### src/rtl/hist_pkg.sv
// Shared types and helpers for the histogram engine: controller state,
// bin-index width and the counter step rule (saturating or wrapping).
package hist_pkg;

    typedef enum logic [1:0] {
        ACCUM = 2'd0,
        CLEAR = 2'd1,
        DRAIN = 2'd2
    } hist_state_e;

    // Width of a bin index; a two-bin histogram still needs one bit.
    function automatic int hist_bin_width(input int num_bins);
        return (num_bins <= 2) ? 1 : $clog2(num_bins);
    endfunction

    // Next value of a count_w-bit counter after one increment. Computed on a
    // 64-bit carrier so one function serves every counter width up to 64.
    function automatic logic [63:0] hist_count_next(input logic [63:0] cur,
                                                    input int          count_w,
                                                    input bit          saturate);
        logic [63:0] max_val;
        max_val = (count_w >= 64) ? '1 : ((64'd1 << count_w) - 64'd1);
        if (saturate && (cur == max_val)) begin
            return cur;
        end
        return (cur + 64'd1) & max_val;
    endfunction

endpackage

### src/rtl/hist_bin_counter.sv
// One histogram counter: synchronous clear has priority over increment,
// increment either sticks at all-ones or wraps to zero.
module hist_bin_counter
    import hist_pkg::*;
#(
    parameter int COUNT_W  = 8,
    parameter bit SATURATE = 1'b1
) (
    input  logic               clk,
    input  logic               rst_n,
    input  logic               i_inc,
    input  logic               i_clr,
    output logic [COUNT_W-1:0] o_count
);

    logic [COUNT_W-1:0] r_count;
    logic [COUNT_W-1:0] w_next;

    assign w_next = COUNT_W'(hist_count_next(64'(r_count), COUNT_W, SATURATE));

    // Counter register: clear wins, otherwise step on increment.
    // NOTE: bins are individual reset flops rather than a RAM, so the async
    // reset and the one-cycle CLEAR can zero every bin at once; state is
    // written with <= so all counters update together at the edge.
    always_ff @(posedge clk or negedge rst_n) begin
        if (!rst_n) begin
            r_count <= '0;
        end else if (i_clr) begin
            r_count <= '0;
        end else if (i_inc) begin
            r_count <= w_next;
        end
    end

    assign o_count = r_count;

endmodule

### src/rtl/histogram_engine.sv
// Histogram engine: bins one sample per cycle by (sample >> BIN_SHIFT),
// counts out-of-range samples separately, clears on command and streams all
// bins over valid/ready/last with optional clear-on-read.
// Assumes NUM_BINS <= 2**DATA_W and BIN_W <= DATA_W.
module histogram_engine
    import hist_pkg::*;
#(
    parameter int  DATA_W    = 16,
    parameter int  NUM_BINS  = 32,
    parameter int  COUNT_W   = 8,
    parameter int  BIN_SHIFT = 0,
    parameter bit  SATURATE  = 1'b1,
    localparam int BIN_W     = hist_bin_width(NUM_BINS)
) (
    input  logic               clk,
    input  logic               rst_n,
    input  logic               sample_valid,
    output logic               sample_ready,
    input  logic [DATA_W-1:0]  sample_data,
    input  logic               readout_start,
    input  logic               clear_start,
    input  logic               clear_on_read,
    output logic               out_valid,
    input  logic               out_ready,
    output logic [BIN_W-1:0]   out_bin,
    output logic [COUNT_W-1:0] out_count,
    output logic               out_last,
    output logic [COUNT_W-1:0] oor_count,
    output logic               busy
);

    localparam logic [DATA_W-1:0] LP_BIN_LIMIT = DATA_W'(NUM_BINS);
    localparam logic [BIN_W-1:0]  LP_LAST_BIN  = BIN_W'(NUM_BINS - 1);

    hist_state_e        r_state;
    hist_state_e        w_next_state;
    logic [BIN_W-1:0]   r_ptr;
    logic               r_cor;

    logic [DATA_W-1:0]  w_shifted;
    logic [BIN_W-1:0]   w_bin;
    logic               w_in_range;
    logic               w_accept;
    logic               w_sample_ready;
    logic               w_out_valid;
    logic               w_busy;
    logic               w_at_last;
    logic               w_beat_hs;
    logic               w_last_hs;
    logic               w_clear_all;
    logic               w_start_drain;
    logic [COUNT_W-1:0] w_counts [NUM_BINS];

    // Sample binning
    assign w_shifted  = sample_data >> BIN_SHIFT;
    assign w_bin      = w_shifted[BIN_W-1:0];
    assign w_in_range = (w_shifted < LP_BIN_LIMIT);
    assign w_accept   = sample_valid && w_sample_ready;

    // Readout and clear qualifiers
    assign w_at_last     = (r_ptr == LP_LAST_BIN);
    assign w_beat_hs     = w_out_valid && out_ready;
    assign w_last_hs     = w_beat_hs && w_at_last;
    assign w_clear_all   = (r_state == CLEAR);
    assign w_start_drain = (r_state == ACCUM) && (w_next_state == DRAIN);

    // State register
    always_ff @(posedge clk or negedge rst_n) begin
        if (!rst_n) begin
            r_state <= ACCUM;
        end else begin
            r_state <= w_next_state;
        end
    end

    // Next-state logic: clear beats readout; commands only count in ACCUM
    always_comb begin
        // NOTE: default first so every path assigns and no latch is inferred.
        w_next_state = r_state;
        case (r_state)
            ACCUM: begin
                if (clear_start) begin
                    w_next_state = CLEAR;
                end else if (readout_start) begin
                    w_next_state = DRAIN;
                end
            end
            CLEAR:   w_next_state = ACCUM;
            DRAIN: begin
                if (w_last_hs) begin
                    w_next_state = ACCUM;
                end
            end
            default: w_next_state = ACCUM;
        endcase
    end

    // State-decoded outputs
    always_comb begin
        w_sample_ready = 1'b0;
        w_out_valid    = 1'b0;
        w_busy         = 1'b1;
        case (r_state)
            ACCUM: begin
                w_sample_ready = 1'b1;
                w_busy         = 1'b0;
            end
            DRAIN:   w_out_valid = 1'b1;
            default: ;
        endcase
    end

    // Read pointer and clear-on-read flag, latched when a readout begins
    always_ff @(posedge clk or negedge rst_n) begin
        if (!rst_n) begin
            r_ptr <= '0;
            r_cor <= 1'b0;
        end else if (w_start_drain) begin
            r_ptr <= '0;
            r_cor <= clear_on_read;
        end else if (w_beat_hs) begin
            if (w_at_last) begin
                r_ptr <= '0;
                r_cor <= 1'b0;
            end else begin
                r_ptr <= r_ptr + BIN_W'(1);
            end
        end
    end

    // Per-bin counters; a bin clears when its beat is accepted with clear-on-read
    for (genvar g = 0; g < NUM_BINS; g++) begin : g_bin
        logic w_inc;
        logic w_clr;
        assign w_inc = w_accept && w_in_range && (w_bin == BIN_W'(g));
        assign w_clr = w_clear_all || (w_beat_hs && r_cor && (r_ptr == BIN_W'(g)));

        hist_bin_counter #(
            .COUNT_W  (COUNT_W),
            .SATURATE (SATURATE)
        ) u_bin (
            .clk     (clk),
            .rst_n   (rst_n),
            .i_inc   (w_inc),
            .i_clr   (w_clr),
            .o_count (w_counts[g])
        );
    end

    // Out-of-range counter, cleared at the end of a clear-on-read stream
    hist_bin_counter #(
        .COUNT_W  (COUNT_W),
        .SATURATE (SATURATE)
    ) u_oor (
        .clk     (clk),
        .rst_n   (rst_n),
        .i_inc   (w_accept && !w_in_range),
        .i_clr   (w_clear_all || (w_last_hs && r_cor)),
        .o_count (oor_count)
    );

    assign sample_ready = w_sample_ready;
    assign busy         = w_busy;
    assign out_valid    = w_out_valid;
    assign out_bin      = r_ptr;
    assign out_count    = w_out_valid ? w_counts[r_ptr] : '0;
    assign out_last     = w_out_valid && w_at_last;

endmodule

### config.mk
export PLATFORM = sky130hd
export DESIGN_NAME = histogram_engine
export DESIGN_NICKNAME = d
export VERILOG_FILES = /design/src/rtl/hist_pkg.sv /design/src/rtl/hist_bin_counter.sv /design/src/rtl/histogram_engine.sv
export SDC_FILE = /design/constraint.sdc
export NUM_CORES = 1
export LEC_CHECK = 0
export BUFFER_PORTS_ARGS = -buffer_cell sky130_fd_sc_hd__buf_2
export CAP_MARGIN = 5
export CORE_MARGIN = 2
export CORE_UTILIZATION = 40
export DETAILED_ROUTE_END_ITERATION = 6
export PLACE_DENSITY = 0.52
export SLEW_MARGIN = 20
export SYNTH_ARGS = -nofsm -noshare
export SYNTH_HDL_FRONTEND = slang
export SYNTH_SLANG_ARGS = --single-unit
### constraint.sdc
create_clock -name clk -period 3.43 [get_ports clk]
set_clock_uncertainty 0.15 [all_clocks]
set_input_delay 0.8575 -clock clk [delete_from_list [all_inputs] [get_ports clk]]
set_output_delay 0.8575 -clock clk [all_outputs]
set_load 0.01 [all_outputs]
==> results of run 1 <==
-- routing by layer --
layer  wire length, um  share of wire  vias up  track usage
met5                11        0.00021        -            0
met4              2140          0.040        2        0.100
met3              3370          0.064      108       0.0408
met2             23000           0.43      488        0.361
met1             24500           0.46     7118        0.365
li1                  -              -     6713            -
-- what timing repair did --
| item | 4_1_cts | 5_1_grt |
|---|---|---|
| setup endpoints to repair | 9 | 9 |
| gates cloned | 1 | 0 |
| pin swaps | 14 | 7 |
| gates resized for setup | 27 | 12 |
| setup buffers | 10 | 2 |
-- per-stage QoR --
step	total power, mW	worst slack (ps)	hold slack (ps)	setup TNS [ps]	utilization
CTS	9.57	-220	147	-1540	0.474
global route	9.91	-256	187	-1740	0.476
finish	9.54	-203	140	-1330	0.476
floorplan	4.63	178	312	0	-
global placement	5.64	-133	346	-614	0.440
detailed placement	5.65	-93.0	358	-225	0.440
-- final timing paths --
kind,start,endpoint,slack [ps]
max,out_bin[1],out_count[5],-200
max reg2reg,r_state[1],g_bin[21].u_bin.o_count[6],740
min reg2reg,g_bin[11].u_bin.o_count[7],g_bin[11].u_bin.o_count[7],370
min,rst_n,g_bin[16].u_bin.o_count[3],140
min in group clk,g_bin[11].u_bin.o_count[7],g_bin[11].u_bin.o_count[7],370
max in group asynchronous,rst_n,g_bin[2].u_bin.o_count[7],2030
-- power by group through the flow --
stage	clock (mW)	sequential [mW]	combinational [mW]
after CTS	3.77	3.36	2.44
after global routing	3.89	3.37	2.65
after detailed placement	0	3.42	2.23
after floorplan	0	3.39	1.24
after global placement	0	3.42	2.22
final	3.68	3.36	2.49
-- worst max-delay path, stage by stage (launching register included) --
cell	delay (ps)
dfrtp_2	420
or3b_2	600
o22ai_1	260
a211o_1	140
o21ai_1	70
buf_4	180
a21oi_1	210
buf_2	180
-- area by class of cell --
type                       instances  area, um2
multi-input combinational       1370       9500
tap                              532        666
clock buffer                      49       1040
sequential                       272       6810
clock inverter                    13        108
fill                            3858      21400
timing repair buffer             149       1200
antenna                            1       2.50
inverter                          39        146
-- state kept, by name, summed over array words and instances, names as in the netlist --
name and count:
g_bin.u_bin.o_count 256, out_bin 5, u_oor.o_count 8, r_cor 1, r_state 2
-- layout by cell type (no fill, tap or decap), types with 13 or more instances in the layout --
master	n
inv_1	39
o21ai_1	32
o211ai_1	13
xor2_1	24
nor3_1	64
xnor2_1	143
nor4_1	74
nand4_1	57
buf_2	42
buf_4	87
nand2_1	110
a21oi_1	60
nand3_1	114
o21ai_0	54
nor2_1	204
mux4_2	48
dfrtp_1	270
clkbuf_16	36
and3_1	48
or3_1	31
mux2i_1	57
ha_1	37
or4_1	13
-- cells by family (layout without fill, tap and decap cells) --
| group | count (synthesis) | after routing | synth area share |
|---|---|---|---|
| AND/OR/NAND/NOR | 786 | 786 | 0.244 |
| buffers and inverters | 112 | 250 | 0.0267 |
| AO/OA/AOI/OAI | 268 | 268 | 0.100 |
| adder cells (fa/ha/maj) | 39 | 39 | 0.0293 |
| flip-flops | 272 | 272 | 0.409 |
| multiplexers | 110 | 110 | 0.103 |
| XOR/XNOR | 167 | 167 | 0.0879 |
| other | 0 | 1 | 0 |
==> impl_metrics.tcl, run 1 <==
set metrics [dict create \
    die_x_um 208 \
    reg2reg_depth 6 \
    status "finished with violations" \
    synth.most_common_cell "dfrtp_1" \
    dp_hpwl_mm 39.0 \
    post-route-period-util 1.06 \
    grt_max_degree 69 \
    crit_fanout 10 \
    synth_cell_types 62 \
    ios 48 \
    syn_nets 1816 \
    drv_cap 0 \
    synth_area_leaders "dfrtp_1 (41%), xnor2_1 (7.5%), mux4_2 (6.5%), nor2_1 (4.6%), mux2i_1 (3.4%)" \
    worstSetupPathType "register to output port" \
    critPathRequiredTime_ps 2420 \
    vias_per_cell 5.95 \
    num_rows 74 \
    cts_hold_buf 0 \
    ys_ff_latch 272 \
    fmax_mhz 275 \
    place_area_um2 18000 \
    slew-limit-headroom 0.408 \
    min_path_type "input pin to asynchronous set/reset pin" \
    critPathLaunchType "register" \
    worstPathArrival_ps 2630 \
    cts_made_buffers 35 \
    p_per_area_nw_per_um2 490 \
    hold_viol_final 0 \
    failed_checks "negative setup slack" \
    synthCells 1754 \
    period_minus_slack_ps 3630 \
    layoutNonFillerInstCount 2425 \
    rsz0062_at_grt "yes" \
    syn_area_per_cell_um2 9.49 \
    yosysSeqAreaShare 0.409 \
    p_switching_mw 3.13 \
    drtIter0Drc 1249 \
    netlist_area_um2 16600 \
    port_buffers 47 \
    worst_slew_pin_slew_ps 876 \
    synth_top_area_frac 0.409 \
    synth_top_area_cell "dfrtp_1" \
    yosysWarnings 0 \
    detail_route.wl_per_cell_um 21.9 \
    gr-total-overflow 0 \
    initial_core_util 0.407 \
    drtAntennaViolNets 0 \
    synth_edf_count 0 \
    seqPwrFrac 0.353 \
    ys.flop_type "dfrtp_1" \
    areaGrowthSynthToFinish_pct 17.1 \
    cellInternalPower_mw 6.40 \
    synthArstFlopShare 1.00 \
    num_vias 14400 \
    netSwitchingFraction 0.328 \
    clock_sinks 272 \
    synthTopCellsByCount "dfrtp_1 (272), nor2_1 (204), xnor2_1 (143)" \
    die_h_um 208 \
    comb_power_share 0.261 \
    dp.cells 2349 \
    drc 0 \
    fin_nets 1929 \
    fin_area_um2 19500 \
    insertion_delay_ps 560 \
    antenna_found_initial 2 \
    dieArea_um2 43200 \
    layout_setup_ws_ps -203 \
    end_kind "output port" \
    coreArea_um2 40900 \
    p_clk_frac 0.386 \
    cts_tree "done" \
    setup_viol 8 \
    cts_root_buf "clkbuf_16" \
    grt_pass1_wl_mm 83.3 \
    first_global_vias 13800 \
    clk_pin_slew_worst_paths_ps 60 \
    drive_above_1_share 0.163 \
    cts.path.max_buffers 3 \
    ir_drop_v 0.000292 \
    p_leak_nw 8.02 \
    dr.pass1.iters 5 \
    routed_wl_mm 53.0 \
    gp_congestion 0.889 \
    slew_viol_final 0 \
    grtUsageTotal 0.247 \
    htreeDepth 2 \
]
(Power assumes the default switching activity.)
==> run 2, diff against run 1 <==
--- a/config.mk
+++ b/config.mk
@@ -5,12 +5,12 @@
 export SDC_FILE = /design/constraint.sdc
 export NUM_CORES = 1
 export LEC_CHECK = 0
-export BUFFER_PORTS_ARGS = -buffer_cell sky130_fd_sc_hd__buf_2
 export CAP_MARGIN = 5
 export CORE_MARGIN = 2
 export CORE_UTILIZATION = 40
 export DETAILED_ROUTE_END_ITERATION = 6
-export PLACE_DENSITY = 0.52
+export DONT_BUFFER_PORTS = 1
+export PLACE_DENSITY = 0.51
 export SLEW_MARGIN = 20
 export SYNTH_ARGS = -nofsm -noshare
 export SYNTH_HDL_FRONTEND = slang
==> run 2 against run 1 <==
  * The run ends with negative hold slack, negative setup slack left
  * Critical endpoint unchanged
  * Sequential share of layout area up 0.64 points
  * Die area unchanged
  * Global-route usage up 0.22 points
  * Largest cell class unchanged
==> impl_metrics.tcl, run 2 (synthesis gave the netlist of run 1 again) <==
set metrics [dict create \
    layout_setup_ws_ps -132 \
    clk_pin_slew_worst_paths_ps 60 \
    num_vias 14300 \
    dr.pass1.iters 5 \
    post-route-period-util 1.04 \
    drv_cap 0 \
    drive_above_1_share 0.136 \
    die_x_um 208 \
    vias_per_cell 6.05 \
    hold_slack_ps -135 \
    setup_viol 8 \
    clock_sinks 272 \
    ios 48 \
    fin_area_um2 19100 \
    ir_drop_v 0.000368 \
    crit_fanout 6 \
    utilization 0.468 \
    antenna_found_initial 1 \
    grtUsageTotal 0.250 \
    num_rows 74 \
    largest_reg_flops 256 \
    worst_slew_pin_slew_ps 865 \
    critPathRequiredTime_ps 2420 \
    fin_nets 1864 \
    dp_hpwl_mm 38.1 \
    initial_core_util 0.407 \
    critPathLaunchType "register" \
    first_global_vias 13700 \
    final_cell_mix "dfrtp_1 (270), nor2_1 (204), xnor2_1 (143), nand3_1 (114), nand2_1 (110)" \
    areaGrowthSynthToFinish_pct 15.0 \
    cts_tree "done" \
    routed_wl_mm 54.2 \
    insertion_delay_ps 550 \
    worstSetupPathType "register to output port" \
    p_leak_nw 7.72 \
    gr-total-overflow 0 \
    port_buffers 0 \
    coreArea_um2 40900 \
    end_kind "output port" \
    slew_viol_final 0 \
    p_per_area_nw_per_um2 493 \
    layoutNonFillerInstCount 2357 \
    diodes 0 \
    grt_pass1_wl_mm 83.6 \
    place_area_um2 17500 \
    dieArea_um2 43200 \
    cts_root_buf "clkbuf_16" \
    cts_made_buffers 36 \
    cts.path.max_buffers 3 \
    htreeDepth 2 \
    gp_congestion 0.911 \
    dp.cells 2279 \
    rsz0062_at_grt "yes" \
    period_minus_slack_ps 3560 \
    min_path_type "input pin to asynchronous set/reset pin" \
    fmax_mhz 281 \
    final_common_cell "dfrtp_1" \
    slew-limit-headroom 0.423 \
    die_h_um 208 \
    drtIter0Drc 1194 \
    status "finished with violations" \
    failed_checks "negative hold slack, negative setup slack" \
    grt_max_degree 273 \
    worstPathArrival_ps 2550 \
    hold_viol_final 148 \
    drc 0 \
    detail_route.wl_per_cell_um 23.0 \
    drtAntennaViolNets 0 \
]
run 2: changes by cell type in the layout (fill, tap and decap cells not counted), sizes merged:
cell / change
bufbuf: -1
buf: -66
inv: -1
clkinv: -3
clkbuf: +5
diode: -1
clkinvlp: -1
run 2: critical path, stage by stage, from the launching register on:
cell	delay [ps]
dfrtp_4	540
buf_4	170
buf_16	130
mux4_2	440
a22o_1	260
o21ai_2	220
a21oi_2	80
buf_4	150
run 2: layout make-up:
class	count	area, um2
fillers	3943	21800
multi-input cells	1370	9570
flip-flops and latches	272	6810
clock buffers	53	1080
repair buffers	83	786
well taps	532	666
inverters	39	146
clock inverters	8	76.3
run 2: worst paths after layout:
check                                            from                    endpoint  slack, ps  depth (start not counted)
max reg2reg                                r_state[1]  g_bin[18].u_bin.o_count[6]        670                          6
min                                             rst_n  g_bin[29].u_bin.o_count[5]       -130                          0
max                                        out_bin[0]                out_count[5]       -130                          7
max in group asynchronous                       rst_n                  out_bin[1]       2530                          0
min reg2reg                g_bin[21].u_bin.o_count[7]  g_bin[21].u_bin.o_count[7]        360                          1
min in group clk                        clear_on_read                       r_cor        280                          2
run 2: routing by layer:
metal	wire, um	up-vias	track usage
li1	-	6589	-
met5	0	-	0
met2	24000	451	0.379
met3	3850	92	0.0492
met1	24800	7126	0.357
met4	1540	0	0.0858
run 2: power by group:
group          internal (mW)  leakage (nW)  switching (mW)  total [mW]
Sequential              3.27          3.79           0.109        3.38
Clock                   2.24         0.573            1.47        3.71
Combinational          0.904          3.36            1.44        2.34
run 2: timing repair:
action,4_1_cts,5_1_grt
endpoints found under the setup margin,9,9
resized for setup,45,12
hold endpoints to repair,272,272
pin swaps,15,7
setup buffers,10,4
gates cloned,4,1
run 2: per-stage QoR:
| stage | hold slack [ps] | setup TNS [ps] | setup slack [ps] | total power, mW |
|---|---|---|---|---|
| final | -135 | -624 | -132 | 9.43 |
| after global routing | -154 | -1000 | -166 | 9.81 |
| after CTS | -154 | -807 | -162 | 9.45 |
| after global placement | 340 | 0 | 96.9 | 5.35 |
| after detailed placement | 348 | 0 | 139 | 5.35 |
| after floorplan | 312 | 0 | 178 | 4.63 |
==> run 3, diff against run 2 <==
--- a/config.mk
+++ b/config.mk
@@ -6,11 +6,13 @@
 export NUM_CORES = 1
 export LEC_CHECK = 0
 export CAP_MARGIN = 5
+export CORE_ASPECT_RATIO = 1.75
 export CORE_MARGIN = 2
 export CORE_UTILIZATION = 40
 export DETAILED_ROUTE_END_ITERATION = 6
 export DONT_BUFFER_PORTS = 1
 export PLACE_DENSITY = 0.51
+export SETUP_SLACK_MARGIN = 0.2
 export SLEW_MARGIN = 20
 export SYNTH_ARGS = -nofsm -noshare
 export SYNTH_HDL_FRONTEND = slang
==> run 3 against run 2 <==
  * Power shrank 3.7%
  * Critical path depth is the same
  * Sequential power is essentially flat
  * Setup slack gained 14 ps
  * Maximum frequency grew 0.40%
  * Sequential share of layout area grew 0.21 points
  * The run still ends with negative hold slack, negative setup slack left
  * First-iteration DRC count shrank 18%
  * Utilization shrank 0.31 points
  * Combinational power is essentially flat
==> impl_metrics.tcl, run 3 (synthesis gave the netlist of run 1 again) <==
set metrics [dict create \
    status "finished with violations" \
    failed_checks "negative hold slack, negative setup slack" \
    grt_pass1_wl_mm 89.7 \
    p_switching_mw 2.95 \
    final_common_cell "dfrtp_1" \
    first_global_vias 14700 \
    drtIter0Drc 974 \
    min_path_type "input pin to asynchronous set/reset pin" \
    drc 0 \
    ios 48 \
    cts_tree "done" \
    crit_chain "buf_4 > buf_16 > mux4_2 > a22o_1 > o21ai_2 > a21oi_1 > buf_4" \
    slew-limit-headroom 0.477 \
    grt_max_degree 273 \
    routed_wl_mm 58.4 \
    antenna_found_initial 2 \
    p_leak_nw 7.68 \
    gr-total-overflow 0 \
    ir_drop_v 0.000389 \
    post-route-period-util 1.03 \
    crit_family "flip-flops" \
    critPathSlowestCell "dfrtp_4" \
    slowest_delay_ps 530 \
    dp_hpwl_mm 43.2 \
    dp.cells 2309 \
    rsz0062_at_grt "yes" \
    layout_setup_ws_ps -118 \
    cellInternalPower_mw 6.14 \
    cts_root_buf "clkbuf_16" \
    clk_pin_slew_worst_paths_ps 70 \
    place_area_um2 17700 \
    crit_fanout 5 \
    drtAntennaViolNets 0 \
    hold_slack_ps -164 \
    crit_top_cell "buf_4" \
    p_clk_frac 0.368 \
    period_minus_slack_ps 3550 \
    gp_congestion 0.937 \
    netSwitchingFraction 0.324 \
    insertion_delay_ps 590 \
    worst_slew_pin_slew_ps 780 \
    fmax_mhz 282 \
    detail_route.wl_per_cell_um 24.6 \
    fillCellCount 3958 \
    dieArea_um2 43300 \
    largest_reg_flops 256 \
    grtUsageTotal 0.276 \
    port_buffers 0 \
    num_rows 98 \
    critPathRequiredTime_ps 2420 \
    layoutNonFillerInstCount 2375 \
    worstSetupPathType "register to output port" \
    clock_sinks 272 \
    comb_power_share 0.256 \
    worstPathArrival_ps 2540 \
    cts_made_buffers 29 \
    p_per_area_nw_per_um2 478 \
    num_vias 14500 \
    initial_core_util 0.406 \
    fin_area_um2 19000 \
    dr.pass1.iters 5 \
    hold_viol_final 271 \
    fin_nets 1867 \
    p_total_mw 9.09 \
    seqPwrFrac 0.375 \
    drv_cap 0 \
    utilization 0.464 \
    slew_viol_final 0 \
    die_x_um 158 \
    setup_viol 8 \
    htreeDepth 1 \
    final_cell_mix "dfrtp_1 (270), nor2_1 (204), xnor2_1 (143), nand3_1 (114), nand2_1 (109)" \
    critPathBufInv 3 \
    critPathLaunchType "register" \
    drive_above_1_share 0.134 \
    reg2reg_depth 9 \
    coreArea_um2 41000 \
    die_h_um 274 \
    vias_per_cell 6.12 \
    areaGrowthSynthToFinish_pct 14.3 \
    end_kind "output port" \
    cts.path.max_buffers 3 \
    cp.depth 7 \
]
run 3: final timing paths:
kind                                                 start                          to  slack [ps]
worst max-delay path                            out_bin[0]                out_count[5]        -120
worst min-delay path                                 rst_n  g_bin[18].u_bin.o_count[3]        -160
worst max register to register                  out_bin[0]   g_bin[8].u_bin.o_count[6]         630
worst min register to register  g_bin[11].u_bin.o_count[7]  g_bin[11].u_bin.o_count[7]         400
max in group asynchronous                            rst_n                  out_bin[1]        2590
min in group clk                             clear_on_read                       r_cor         250
run 3: power by group through the flow:
stage	Combinational (mW)	Clock, mW	Sequential (mW)
after floorplan	1.24	0	3.39
after global placement	1.92	0	3.49
after detailed placement	1.94	0	3.49
after CTS	2.28	3.42	3.41
after global routing	2.48	3.55	3.41
final	2.33	3.35	3.41
run 3: worst register-to-register path: cells and delay by family (launching register included):
| kind | cells | cell delay, ps |
|---|---|---|
| AOI/OAI and AO/OA | 1 | 630 |
| DFF | 1 | 530 |
| buffers and inverters | 4 | 530 |
| and+or+nand+nor | 2 | 320 |
| muxes | 1 | 280 |
| adders and majority gates | 1 | 230 |
run 3: metal layers:
metal / wire (um) / global-route usage
met1: 20600 / 0.301
met2: 29800 / 0.486
met3: 3200 / 0.0408
met4: 4820 / 0.189
met5: 13 / 0
run 3: final cells by class:
class | instances | area, um2 | area share
Inverter | 39 | 146 | 0.00770
Tap cell | 550 | 688 | 0.0362
Clock buffer | 40 | 827 | 0.0435
Antenna cell | 1 | 2.50 | 0.000132
Sequential cell | 272 | 6810 | 0.358
Multi-Input combinational cell | 1370 | 9510 | 0.500
Clock inverter | 10 | 153 | 0.00802
Timing Repair Buffer | 93 | 886 | 0.0466
run 3: what timing repair did:
action | in CTS | in global routing
pin swaps | 9 | 5
gates resized for setup | 42 | 3
buffers inserted | 9 | 2
hold endpoints to repair | 272 | 272
endpoints found under the setup margin | 9 | 9
gates cloned | 3 | 1
run 3: metrics by stage:
step / TNS (ps) / setup slack, ps
final: -452 / -118
after global routing: -899 / -178
after CTS: -594 / -116
after detailed placement: 0 / 190
after global placement: 0 / 250
after floorplan: 0 / 218
